===== src/rtl/clk_gate_ctrl.sv =====
`default_nettype none
// ============================================================================
//  Module   : clk_gate_ctrl
//  Brief    : Per-domain idle-driven clock gating controller with wake timing.
//  Revision : 1.0 - initial release
// ============================================================================
module clk_gate_ctrl #(
    parameter int NUM_DOMAINS = 2,
    parameter int IDLE_CYCLES = 16,
    parameter int WAKE_CYCLES = 4
) (
    input  logic                   clk,
    input  logic                   reset,
    input  logic [NUM_DOMAINS-1:0] busy,
    input  logic [NUM_DOMAINS-1:0] wake_req,
    input  logic                   disable_gating,
    output logic [NUM_DOMAINS-1:0] pwr_en,
    output logic                   gating_override,
    output logic [NUM_DOMAINS-1:0] ready
);

    localparam int c_idle_w = $clog2(IDLE_CYCLES + 1);
    localparam int c_wake_w = $clog2(WAKE_CYCLES + 1);

    localparam logic [c_idle_w-1:0] c_idle_last = c_idle_w'(IDLE_CYCLES - 1);
    localparam logic [c_idle_w-1:0] c_idle_one  = c_idle_w'(1);
    localparam logic [c_wake_w-1:0] c_wake_last = c_wake_w'(WAKE_CYCLES - 1);
    localparam logic [c_wake_w-1:0] c_wake_one  = c_wake_w'(1);

    localparam logic [1:0] c_st_on   = 2'd0;
    localparam logic [1:0] c_st_off  = 2'd1;
    localparam logic [1:0] c_st_wake = 2'd2;

    logic r_override;

    always_ff @(posedge clk) begin
        if (reset) begin
            r_override <= 1'b1;
        end else begin
            r_override <= disable_gating;
        end
    end

    assign gating_override = r_override;

    generate
        for (genvar g = 0; g < NUM_DOMAINS; g++) begin : g_domain
            logic [1:0]          r_state;
            logic [1:0]          w_state_nxt;
            logic [c_idle_w-1:0] r_idle_cnt;
            logic [c_idle_w-1:0] w_idle_nxt;
            logic [c_wake_w-1:0] r_wake_cnt;
            logic [c_wake_w-1:0] w_wake_nxt;
            logic                r_pwr_en;
            logic                r_ready;
            logic                w_idle;

            assign w_idle = ~busy[g] & ~wake_req[g] & ~r_override;

            always_comb begin
                w_state_nxt = r_state;
                w_idle_nxt  = r_idle_cnt;
                w_wake_nxt  = r_wake_cnt;
                case (r_state)
                    c_st_on: begin
                        if (!w_idle) begin
                            w_idle_nxt = '0;
                        end else if (r_idle_cnt == c_idle_last) begin
                            w_state_nxt = c_st_off;
                            w_idle_nxt  = '0;
                        end else begin
                            w_idle_nxt = r_idle_cnt + c_idle_one;
                        end
                    end
                    c_st_off: begin
                        // busy is deliberately ignored: only an explicit wake reopens the clock
                        if (wake_req[g] || r_override) begin
                            w_state_nxt = c_st_wake;
                            w_wake_nxt  = '0;
                        end
                    end
                    c_st_wake: begin
                        if (r_wake_cnt == c_wake_last) begin
                            w_state_nxt = c_st_on;
                            w_idle_nxt  = '0;
                        end else begin
                            w_wake_nxt = r_wake_cnt + c_wake_one;
                        end
                    end
                    default: begin
                        w_state_nxt = c_st_on;
                        w_idle_nxt  = '0;
                        w_wake_nxt  = '0;
                    end
                endcase
            end

            always_ff @(posedge clk) begin
                if (reset) begin
                    r_state    <= c_st_on;
                    r_idle_cnt <= '0;
                    r_wake_cnt <= '0;
                    r_pwr_en   <= 1'b1;
                    r_ready    <= 1'b1;
                end else begin
                    r_state    <= w_state_nxt;
                    r_idle_cnt <= w_idle_nxt;
                    r_wake_cnt <= w_wake_nxt;
                    r_pwr_en   <= (w_state_nxt != c_st_off);
                    r_ready    <= (w_state_nxt == c_st_on);
                end
            end

            assign pwr_en[g] = r_pwr_en;
            assign ready[g]  = r_ready;
        end
    endgenerate

endmodule
`default_nettype wire


===== config.mk =====
export PLATFORM = sky130hd
export DESIGN_NAME = clk_gate_ctrl
export DESIGN_NICKNAME = d
export VERILOG_FILES = /design/src/rtl/clk_gate_ctrl.sv
export SDC_FILE = /design/constraint.sdc
export NUM_CORES = 1
export LEC_CHECK = 0
export ABC_CLOCK_PERIOD_IN_PS = 5410
export CAP_MARGIN = 30
export CORE_MARGIN = 2
export CORE_UTILIZATION = 45
export DETAILED_ROUTE_END_ITERATION = 6
export PLACE_DENSITY = 0.67
export SLEW_MARGIN = 40
export SYNTH_ARGS = -nofsm -noshare
export SYNTH_HDL_FRONTEND = slang
export SYNTH_SLANG_ARGS = --single-unit
export TNS_END_PERCENT = 100

===== constraint.sdc =====
create_clock -name clk -period 5.41 [get_ports clk]
set_input_delay 1.623 -clock clk [delete_from_list [all_inputs] [get_ports clk]]
set_output_delay 1.623 -clock clk [all_outputs]
set_load 0.02 [all_outputs]

==> results.sh <==
export IMPL_r2r_start="g_domain[0].r_state[1]"
export IMPL_hold_end="g_domain[1].r_wake_cnt[0]"
export IMPL_postCtsHoldBufs=0
export IMPL_synth_area_um2=1170
export IMPL_layout_drive_gt1_share=0.0857
export IMPL_max_slew_margin=0.546
export IMPL_combPwrFrac=0.044
export IMPL_synth_edf_count=0
export IMPL_cp_end_kind="output port"
export IMPL_path_class="reg -> out"
export IMPL_period_needed_ps=3050
export IMPL_cts_tree="done"
export IMPL_grt_pass1_wl_um=3440
export IMPL_avgViaCountPerCell=5.56
export IMPL_min_period_over_period=0.564
export IMPL_rrSetupSlack_ps=3690
export IMPL_syn2layout_area_growth_pct=9.81
export IMPL_drc_errors=0
export IMPL_intPower_mw=0.219
export IMPL_ys_seq_area_frac=0.426
export IMPL_skew_ps=5.05
export IMPL_switchingPower_mw=0.0620
export IMPL_yosysTopAreaCell="dfxtp_1"
export IMPL_wl_per_cell_um=12.0
export IMPL_slowest_delay_ps=650
export IMPL_avgSynthCellArea_um2=8.69
export IMPL_max_clock_freq_mhz=328
export IMPL_worst_path_max_fanout=7
export IMPL_synthArstFlopShare=0
export IMPL_die_y_um=55.1
export IMPL_setup_slack_ps=2360
export IMPL_clk_latency_ps=320
export IMPL_antenna_found_initial=0
export IMPL_worst_pin_slew_ps=679
export IMPL_ys_ff_latch=25
export IMPL_die_w_um=55.1
export IMPL_synth_area_top_cells="dfxtp_1, ha_1, nor2_1"
export IMPL_tritoncts_num_buffers=3
export IMPL_worstPathCellList="clkdlybuf4s50_1"
export IMPL_cap_violations=0
export IMPL_switching_share=0.221
export IMPL_antennaDiodeCount=0
export IMPL_seq_power_share=0.661
export IMPL_cts_repair_resized=0
export IMPL_postPlaceCellArea_um2=1260
export IMPL_grt_overflow_total=0
export IMPL_firstDrtPassIters=4
export IMPL_synth_top_area_frac=0.426
export IMPL_yosysWarnings=0
export IMPL_leakagePower_nw=0.495
export IMPL_irDropWorstVdd_mv=0.118
export IMPL_place_hpwl_um=1530
export IMPL_r2r_end="g_domain[0].r_idle_cnt[2]"
export IMPL_cp_start_kind="flip-flop"
export IMPL_path_buf_inv=1
export IMPL_post_cts_setup_buffers=0
export IMPL_nets=154
export IMPL_dp_slack_ps=2070
export IMPL_power_density_nw_per_um2=218
export IMPL_cts_max_path_buffers=2
export IMPL_status="complete, no violations"
export IMPL_syn_num_nets=148
export IMPL_grtUsageMet3=0.0242
export IMPL_met1_usage=0.195
export IMPL_grt_total_usage=0.157
export IMPL_grt_max_degree=21
export IMPL_crit_slowest_cell="clkdlybuf4s50_1"
export IMPL_clock_sinks=25
export IMPL_p_clk_frac=0.295
export IMPL_postRouteWirelength_um=2050
export IMPL_rsz0062_at_grt="no"
export IMPL_io_pins=12
export IMPL_hp_class="reg -> reg"
export IMPL_final_area_um2=1290
export IMPL_cp_top_family="buffers and inverters"
export IMPL_hp_start="g_domain[1].r_wake_cnt[0]"
export IMPL_dpl_cell_count=166
export IMPL_h_tree_depth=1
export IMPL_final_cell_count_no_fill=170
export IMPL_ys_types=34
export IMPL_setup_violations=0
export IMPL_gp_congestion=0.755
export IMPL_hold_viol=0
export IMPL_crit_required_ps=3790
export IMPL_met2_usage=0.264
export IMPL_initialDrtViolationCount=14
export IMPL_rr_worst_depth=4
export IMPL_min_path_cells=2
export IMPL_start_util=0.474
export IMPL_fin_setup_tns_ps=0
export IMPL_synth_most_common_cell="dfxtp_1"
export IMPL_top_usage_layer="met2"
export IMPL_cp_data_arrival_time_ps=1430
export IMPL_ys_flop_type="dfxtp_1"
export IMPL_grt_pass1_vias=833
export IMPL_root_buffer="clkbuf_4"
export IMPL_ant_nets=0
export IMPL_synthTopCellsByCount="dfxtp_1, nor2_1, a21oi_1"
export IMPL_design_core_area_um2=2480
export IMPL_num_vias=946
export IMPL_synthCells=135
export IMPL_dieArea_um2=3030
export IMPL_slew_viol_final=0
export IMPL_clk_pin_slew_ps=140
export IMPL_placementRows=18
export IMPL_power_mw=0.281
export IMPL_port_buffers=11
==> worst min-delay path: stages (launching register included) <==
cell and delay (ps):
dfxtp_1 350, nand2_1 60, a21oi_1 50
==> per-layer routing <==
layer | up-vias | wire length, um
met1 | 450 | 997
li1 | 480 | -
met3 | 4 | 47
met5 | - | 0
met2 | 12 | 976
met4 | 0 | 27
==> per-stage QoR <==
| step | hold WS (ps) | utilization |
|---|---|---|
| finish | 488 | 0.520 |
| global route | 507 | 0.520 |
| CTS | 488 | 0.520 |
| detailed placement | 472 | 0.509 |
| global placement | 460 | 0.509 |
| floorplan | 442 | - |
==> flip-flops by register name (all words and copies together), names as in the netlist <==
signal / count
g_domain.r_wake_cnt: 6
g_domain.r_pwr_en: 2
g_domain.r_idle_cnt: 10
gating_override: 1
g_domain.r_state: 4
g_domain.r_ready: 2
==> layout by cell type (no fill, tap or decap), types with 3 or more instances in the layout <==
cell / n
nor3_1: 8
o21ai_0: 6
ha_1: 6
nand3_1: 6
a21oi_1: 9
nand2_1: 6
nor2_1: 17
o21a_1: 3
dfxtp_1: 25
nor2b_1: 3
or2_2: 5
clkdlybuf4s50_1: 11
clkbuf_4: 3
inv_1: 7
nor3b_1: 3
==> cells by family (layout without fill, tap and decap cells) <==
group,count (synthesis),count (layout),synth area share
simple gates,57,57,0.264
compound gates,28,28,0.154
flops,25,25,0.426
buf+inv,17,22,0.0736
fa+ha+maj,6,6,0.0640
mux,2,2,0.0181
==> how the worst max path moves through the flow <==
stage                     cells after the start  slack (ps)       startpoint                   endpoint
after floorplan                               4        2580      wake_req[0]  g_domain[0].r_idle_cnt[2]
after global placement                        5        2110      wake_req[0]  g_domain[0].r_idle_cnt[2]
after detailed placement                      5        2070      wake_req[0]  g_domain[0].r_idle_cnt[2]
after CTS                                     1        2340  gating_override            gating_override
after global routing                          1        2300  gating_override            gating_override
final                                         1        2360  gating_override            gating_override
==> power groups by stage <==
stage	clock (mW)	combinational (mW)	sequential (mW)
after floorplan	0	0.00522	0.190
after global placement	0	0.0121	0.190
after detailed placement	0	0.0123	0.190
after CTS	0.0873	0.0124	0.186
after global routing	0.0933	0.0134	0.186
final	0.0828	0.0123	0.186
==> area by class of cell <==
cell class | instances | area [um2]
fillers | 241 | 1190
clock inverters | 1 | 5.00
repair buffers | 11 | 110
inverters | 7 | 26.3
clock buffers | 3 | 22.5
flip-flops and latches | 25 | 500
well taps | 30 | 37.5
multi-input cells | 93 | 587
Power figures use the tool's default switching activity.
